==> src/rtl/md_pkg.sv <==
// Shared constants and types for the execute-stage multiply/divide unit.
package md_pkg;

    localparam int unsigned WIDTH_32  = 32;
    localparam int unsigned WIDTH_CNT = 6;

    localparam logic [5:0] OP_RTYPE = 6'h00;

    localparam logic [5:0] FN_MFHI  = 6'h10;
    localparam logic [5:0] FN_MTHI  = 6'h11;
    localparam logic [5:0] FN_MFLO  = 6'h12;
    localparam logic [5:0] FN_MTLO  = 6'h13;
    localparam logic [5:0] FN_MULT  = 6'h18;
    localparam logic [5:0] FN_MULTU = 6'h19;
    localparam logic [5:0] FN_DIV   = 6'h1A;
    localparam logic [5:0] FN_DIVU  = 6'h1B;

    typedef enum logic [1:0] {
        StIdle = 2'd0,
        StRun  = 2'd1,
        StFix  = 2'd2
    } md_state_e;

    typedef enum logic {
        ModeMul = 1'b0,
        ModeDiv = 1'b1
    } md_mode_e;

endpackage

==> src/rtl/muldiv_iter_core.sv <==
// Unsigned 1-bit-per-step datapath: shift-add multiply or restoring divide.
// Multiply: acc ends as the 64-bit product. Divide: acc ends as {remainder, quotient}.
module muldiv_iter_core
    import md_pkg::*;
(
    input  logic                  clk,
    input  logic                  rst_n,
    input  logic                  load_i,
    input  logic                  step_i,
    input  md_mode_e              mode_i,
    input  logic [WIDTH_32-1:0]   a_i,
    input  logic [WIDTH_32-1:0]   b_i,
    output logic [2*WIDTH_32-1:0] acc_o
);

    logic [2*WIDTH_32-1:0] acc_q, acc_d;
    logic [WIDTH_32-1:0]   opnd_q, opnd_d;
    md_mode_e              mode_q, mode_d;
    logic [WIDTH_32:0]     sum, top, diff;

    // Next-state: load operands, or advance one multiply/divide step.
    always_comb begin
        acc_d  = acc_q;
        opnd_d = opnd_q;
        mode_d = mode_q;
        sum    = {1'b0, acc_q[2*WIDTH_32-1:WIDTH_32]} + {1'b0, opnd_q};
        // Partial remainder shifted left by one can need 33 bits.
        top    = acc_q[2*WIDTH_32-1:WIDTH_32-1];
        diff   = top - {1'b0, opnd_q};
        if (load_i) begin
            mode_d = mode_i;
            // Multiply keeps the multiplicand aside; divide keeps the divisor aside.
            opnd_d = (mode_i == ModeMul) ? a_i : b_i;
            acc_d  = {{WIDTH_32{1'b0}}, ((mode_i == ModeMul) ? b_i : a_i)};
        end else if (step_i) begin
            if (mode_q == ModeMul) begin
                acc_d = acc_q[0] ? {sum, acc_q[WIDTH_32-1:1]}
                                 : {1'b0, acc_q[2*WIDTH_32-1:1]};
            end else begin
                // diff[32] set means a borrow: divisor does not fit, quotient bit 0.
                acc_d = diff[WIDTH_32] ? {acc_q[2*WIDTH_32-2:0], 1'b0}
                                       : {diff[WIDTH_32-1:0], acc_q[WIDTH_32-2:0], 1'b1};
            end
        end
    end

    // Datapath registers.
    always_ff @(posedge clk or negedge rst_n) begin
        if (!rst_n) begin
            acc_q  <= '0;
            opnd_q <= '0;
            mode_q <= ModeMul;
        end else begin
            acc_q  <= acc_d;
            opnd_q <= opnd_d;
            mode_q <= mode_d;
        end
    end

    assign acc_o = acc_q;

endmodule

==> src/rtl/execute_muldiv_unit.sv <==
// Execute-stage iterative multiply/divide unit with HI/LO and hazard stall request.
module execute_muldiv_unit
    import md_pkg::*;
(
    input  logic                clk,
    input  logic                rst_n,
    input  logic [5:0]          opcode_E,
    input  logic [5:0]          funct_E,
    input  logic [WIDTH_32-1:0] src_a_E,
    input  logic [WIDTH_32-1:0] src_b_E,
    input  logic                hold_E,
    input  logic                flush_E,
    output logic                busy,
    output logic                stall_md,
    output logic [WIDTH_32-1:0] hilo_rdata,
    output logic [WIDTH_32-1:0] hi,
    output logic [WIDTH_32-1:0] lo
);

    localparam logic [WIDTH_CNT-1:0] CntLast = WIDTH_CNT'(WIDTH_32 - 1);

    md_state_e             state_q, state_d;
    logic [WIDTH_CNT-1:0]  count_q, count_d;
    logic [WIDTH_32-1:0]   hi_q, hi_d, lo_q, lo_d;
    logic                  issued_q, issued_d;
    logic                  is_div_q, neg_res_q, neg_rem_q, dzero_q;
    logic [WIDTH_32-1:0]   a_raw_q;

    logic                  is_rtype, fn_md, is_mul, is_div, is_signed;
    logic                  md_op, accept, start, a_neg, b_neg;
    logic [WIDTH_32-1:0]   a_mag, b_mag, quot, rem;
    logic [2*WIDTH_32-1:0] acc, mul_res;
    md_mode_e              mode;

    // Instruction decode.
    always_comb begin
        is_rtype = (opcode_E == OP_RTYPE);
        fn_md    = 1'b0;
        is_mul   = 1'b0;
        is_div   = 1'b0;
        case (funct_E)
            FN_MFHI, FN_MTHI, FN_MFLO, FN_MTLO: fn_md = 1'b1;
            FN_MULT, FN_MULTU: begin fn_md = 1'b1; is_mul = 1'b1; end
            FN_DIV, FN_DIVU:   begin fn_md = 1'b1; is_div = 1'b1; end
            default: ;
        endcase
        is_signed = (funct_E == FN_MULT) || (funct_E == FN_DIV);
    end

    // issued masks an instruction already accepted but still held in E.
    assign md_op    = is_rtype && fn_md && !flush_E && !issued_q;
    assign busy     = (state_q != StIdle);
    assign stall_md = md_op && busy;
    assign accept   = md_op && !busy;
    assign start    = accept && (is_mul || is_div);

    assign a_neg = is_signed && src_a_E[WIDTH_32-1];
    assign b_neg = is_signed && src_b_E[WIDTH_32-1];
    assign a_mag = a_neg ? -src_a_E : src_a_E;
    assign b_mag = b_neg ? -src_b_E : src_b_E;
    assign mode  = is_mul ? ModeMul : ModeDiv;

    muldiv_iter_core u_core (
        .clk    (clk),
        .rst_n  (rst_n),
        .load_i (start),
        .step_i (state_q == StRun),
        .mode_i (mode),
        .a_i    (a_mag),
        .b_i    (b_mag),
        .acc_o  (acc)
    );

    // Sign fix-up of the magnitude result; divide-by-zero overrides the datapath.
    always_comb begin
        mul_res = neg_res_q ? -acc : acc;
        quot    = neg_res_q ? -acc[WIDTH_32-1:0] : acc[WIDTH_32-1:0];
        rem     = neg_rem_q ? -acc[2*WIDTH_32-1:WIDTH_32] : acc[2*WIDTH_32-1:WIDTH_32];
        if (dzero_q) begin
            quot = '1;
            rem  = a_raw_q;
        end
    end

    // FSM next-state, HI/LO writes and issued flag.
    always_comb begin
        state_d  = state_q;
        count_d  = count_q;
        hi_d     = hi_q;
        lo_d     = lo_q;
        issued_d = hold_E ? (issued_q | accept) : 1'b0;
        unique case (state_q)
            StIdle: begin
                if (start) begin
                    state_d = StRun;
                    count_d = '0;
                end
            end
            StRun: begin
                if (count_q == CntLast) begin
                    state_d = StFix;
                    count_d = '0;
                end else begin
                    count_d = count_q + WIDTH_CNT'(1);
                end
            end
            StFix: begin
                state_d = StIdle;
                if (is_div_q) begin
                    hi_d = rem;
                    lo_d = quot;
                end else begin
                    {hi_d, lo_d} = mul_res;
                end
            end
            default: state_d = StIdle;
        endcase
        // accept only happens while idle, so this never collides with the FIX write.
        if (accept && funct_E == FN_MTHI) hi_d = src_a_E;
        if (accept && funct_E == FN_MTLO) lo_d = src_a_E;
    end

    // State, counter, HI/LO and issued registers.
    always_ff @(posedge clk or negedge rst_n) begin
        if (!rst_n) begin
            state_q  <= StIdle;
            count_q  <= '0;
            hi_q     <= '0;
            lo_q     <= '0;
            issued_q <= 1'b0;
        end else begin
            state_q  <= state_d;
            count_q  <= count_d;
            hi_q     <= hi_d;
            lo_q     <= lo_d;
            issued_q <= issued_d;
        end
    end

    // Per-operation context captured at the start edge, used by FIX.
    always_ff @(posedge clk or negedge rst_n) begin
        if (!rst_n) begin
            is_div_q  <= 1'b0;
            neg_res_q <= 1'b0;
            neg_rem_q <= 1'b0;
            dzero_q   <= 1'b0;
            a_raw_q   <= '0;
        end else if (start) begin
            is_div_q  <= is_div;
            neg_res_q <= a_neg ^ b_neg;
            neg_rem_q <= a_neg;
            dzero_q   <= is_div && (src_b_E == '0);
            a_raw_q   <= src_a_E;
        end
    end

    assign hi = hi_q;
    assign lo = lo_q;
    assign hilo_rdata = (is_rtype && funct_E == FN_MFHI) ? hi_q :
                        (is_rtype && funct_E == FN_MFLO) ? lo_q : '0;

endmodule

==> config.mk <==
export PLATFORM = sky130hd
export DESIGN_NAME = execute_muldiv_unit
export DESIGN_NICKNAME = d
export VERILOG_FILES = /design/src/rtl/md_pkg.sv /design/src/rtl/muldiv_iter_core.sv /design/src/rtl/execute_muldiv_unit.sv
export SDC_FILE = /design/constraint.sdc
export NUM_CORES = 1
export LEC_CHECK = 0
export ABC_AREA = 1
export CAP_MARGIN = 20
export CELL_PAD_IN_SITES_DETAIL_PLACEMENT = 1
export CELL_PAD_IN_SITES_GLOBAL_PLACEMENT = 1
export CORE_MARGIN = 2
export CORE_UTILIZATION = 37
export CTS_CLUSTER_DIAMETER = 80
export DETAILED_ROUTE_END_ITERATION = 10
export PLACE_DENSITY_LB_ADDON = 0.1
export SYNTH_ARGS = -nofsm -noshare
export SYNTH_HDL_FRONTEND = slang
export SYNTH_SLANG_ARGS = --single-unit
==> constraint.sdc <==
create_clock -name clk -period 2.4 [get_ports clk]
set_clock_uncertainty 0.05 [all_clocks]
set_input_delay 0.48 -clock clk [delete_from_list [all_inputs] [get_ports clk]]
set_output_delay 0.48 -clock clk [all_outputs]
set_load 0.005 [all_outputs]
==> summary.txt <==
Synthesis
  • Syn. warnings: 0
  • Syn Inst Count: roughly 3600
  • Post-synthesis net count: approximately 3800
  • Cell variety after synth: 47
  • Avg Synthesized Cell Area: ~5.8 um^2
  • Top cells by area, synth: dfrtp_1 (25%), nand2_1 (23%), inv_1 (8.9%)
  • Yosys top cell area share: 24.68%
  • Synth cell count leaders: nand2_1 (1293), inv_1 (498), nand3_1 (344)
  • Biggest area consumer among synthesized cells: dfrtp_1
  • Prevailing post-synth register cell: dfrtp_1
  • Post-synth EDFFs: 0
  • Sequential share of the synthesized area: between 20% and 30%
  • Asr flop ratio synth: 100.0%
  • Top-count cell post-synth: nand2_1
  • Flops & latches, synth: between 200 and 250
  • Mapped Area: approximately 21000 um^2

Power and ir drop
  • Worst vdd ir: approximately 0.00060 V
  • Pwr/cell area: around 600 nW/um^2
  • Combinational power share: 51.7%
  • Sequential power share: 23.2%
  • Clock share of power: 25.2%
  • P_sw: slightly below 0.009 W
  • Pleak: 16.63 nW
  • Internal: 0.01076 W
  • Switching part of the total power: between 40% and 50%

Timing
  • Final Max Slew Viols: 0
  • Final period util: 111.8%
  • Worst-Margin Slew: about 0.67 ns
  • Final worst setup slack: -0.2830 ns
  • Fmax: between 300 and 400 MHz
  • Slew margin rel.: a little under three fifths
  • Setup TNS: -8.673 ns
  • Unrepaired setup endpoints after global routing: yes
  • Count of final hold-check violations: 0
  • Tmin final: between 2 and 3 ns
  • Final setup viols: 85

Detailed routing
  • WL final: about 140 mm
  • DRT antenna net count: 0
  • WL per Instance: roughly 27 um
  • Vias per inst: 5.895
  • 1st-pass router iterations: 5
  • First DRT Iteration DRCs: around 3500
  • Via count: just over 30000
  • DRC: 0

Place
  • Dpl cell area: 28630 um^2
  • Detail Placement HPWL: 98.80 mm
  • Final RePlAce weighted congestion: around 1.1
  • IO buf count: roughly 180

Clock tree
  • CTS Buf Count: 31
  • Maximum root-to-sink buffer count: 3
  • Worst-Skew Late Latency: about 0.65 ns
  • CTS Sinks: 206
  • H-tree depth: 1
  • Clk slew on worst S/H paths: 0.07 ns
  • CTS Root Cell: clkbuf_16
  • TritonCTS clock tree: done

Final layout
  • Util after Layout: about 58%
  • Layout cells sized above 1: 28.51%
  • Final instance area: between 30000 and 40000 um^2
  • Area delta synth->final: 54.76%
  • Post-layout nets: roughly 4600

Floorplan
  • Die X: 241.6 um
  • I/O pin cnt: 178
  • Core area: between 50000 and 60000 um^2
  • Initial Util: a little under two fifths
  • Cell Rows: 87
  • Die height: around 240 um
  • Die area: 58380 um^2

GRT
  • First-pass GRT wire length: 189.6 mm
  • Largest net degree at the start of global routing: slightly below 100
  • Overflow after GRT: 0
  • Total global-route track usage: 42.35%
  • Initial antenna violation count: 3
  • Vias in the first global route: 30740

Setup path
  • Critical Path End Type: register
  • Critical path type: primary input to register
  • WP data required: around 2.9 ns
  • Critical Path AT: around 3.2 ns
  • Maximum fanout along the worst path: 19
  • Reg2Reg Setup Slack: -0.24 ns
  • Crit start category: primary input

Status
  • Status: finished with violations
  • Violated checks: setup timing

Min path
  • Worst Hold Class: primary input to asynchronous set/reset pin

Run
  • Max_cap viols: 0
==> cell families after synthesis <==
group,after synthesis,share of synthesized area (%)
simple gates,2082,41.17
buf+inv,646,12.16
compound gates,515,13.73
flops,206,24.68
xor+xnor,94,3.941
fa+ha+maj,71,4.324
==> final timing paths <==
path                                  start               end  depth (start not counted)
max reg2reg                u_core.acc_o[31]   u_core.acc_o[0]                         19
min in group clk                     hold_E          issued_q                          2
min reg2reg                     a_raw_q[22]       a_raw_q[22]                          2
max in group asynchronous             rst_n  u_core.acc_o[21]                          3
max                              funct_E[4]             lo[4]                         17
min                                   rst_n  u_core.acc_o[20]                          2
==> per-stage QoR <==
stage | hold slack (ns) | std cells | power [W] | setup slack (ns)
2_1_floorplan | 0.1344 | 3614 | 0.008188 | 0.01714
3_3_place_gp | 0.3962 | 5095 | 0.01237 | -0.7592
3_5_place_dp | 0.4025 | 5095 | 0.01268 | -1.017
4_1_cts | 0.3329 | 5197 | 0.01796 | -0.2060
5_1_grt | 0.3649 | 5239 | 0.02019 | -0.2987
6_report | 0.3423 | 5241 | 0.01954 | -0.2830
==> placed cells by master (no fill, tap or decap), types with 47 or more instances in the layout <==
| cell | Yosys | routed |
|---|---|---|
| dfrtp_1 | 206 | 194 |
| nor2_1 | 318 | 258 |
| o211ai_1 | 55 | 55 |
| nand2_2 | 3 | 96 |
| clkdlybuf4s50_1 | 0 | 131 |
| nand3_2 | 0 | 47 |
| o21ai_0 | 218 | 177 |
| nand4_1 | 49 | 49 |
| inv_1 | 498 | 463 |
| a21oi_1 | 163 | 134 |
| nand2_1 | 1293 | 1172 |
| xor2_1 | 75 | 72 |
| nand3_1 | 344 | 291 |
| buf_4 | 11 | 681 |
==> repair_timing <==
action	CTS	global route
buffers inserted	36	41
setup endpoints to repair	96	171
gates cloned	8	6
pin swaps	45	118
gates resized for setup	294	404
hold buffers	1	0
endpoints found under the hold margin	40	0
==> sequential cells by signal, summed over array words and instances (netlist names) <==
register / cells
lo: 32
issued_q: 1
neg_res_q: 1
neg_rem_q: 1
u_core.acc_o: 64
hi: 32
count_q: 6
a_raw_q: 32
state_q: 2
u_core.opnd_q: 32
dzero_q: 1
is_div_q: 1
u_core.mode_q: 1
==> power groups by stage <==
| stage | combinational (W) | sequential [W] | clock [W] |
|---|---|---|---|
| CTS | 0.00873 | 0.00442 | 0.00482 |
| floorplan | 0.00380 | 0.00439 | 0 |
| detailed placement | 0.00822 | 0.00446 | 0 |
| global route | 0.0106 | 0.00454 | 0.00503 |
| finish | 0.0101 | 0.00453 | 0.00491 |
| global placement | 0.00794 | 0.00443 | 0 |
==> cell type report <==
class / count / area [um^2]
Sequential cell: 206 / 5170
Clock inverter: 13 / 132.6
Inverter: 509 / 1936
Timing Repair Buffer: 946 / 8258
Timing Repair inverter: 1 / 5.005
Multi-Input combinational cell: 2764 / 14950
Tap cell: 756 / 945.9
Antenna cell: 2 / 5.005
Fill cell: 7454 / 23730
Clock buffer: 44 / 924.6
==> per-layer routing <==
layer	wire, um	track usage [%]
met5	33	0
met4	10160	20.20
met3	14120	8.524
met2	60340	67.11
met1	54610	55.18
==> critical path, stage by stage <==
cell and delay [ns]:
buf_2 0.10, inv_2 0.05, nor2_4 0.10, buf_4 0.12, buf_4 0.10, buf_4 0.12, buf_4 0.10, buf_4 0.09
buf_4 0.12, nand2_2 0.08, nor4_4 0.33, nand2_2 0.15, buf_4 0.27, nand2_4 0.13, buf_4 0.23, o221ai_1 0.31
nand2_1 0.30
No activity file was read; power rests on OpenSTA's default activity.
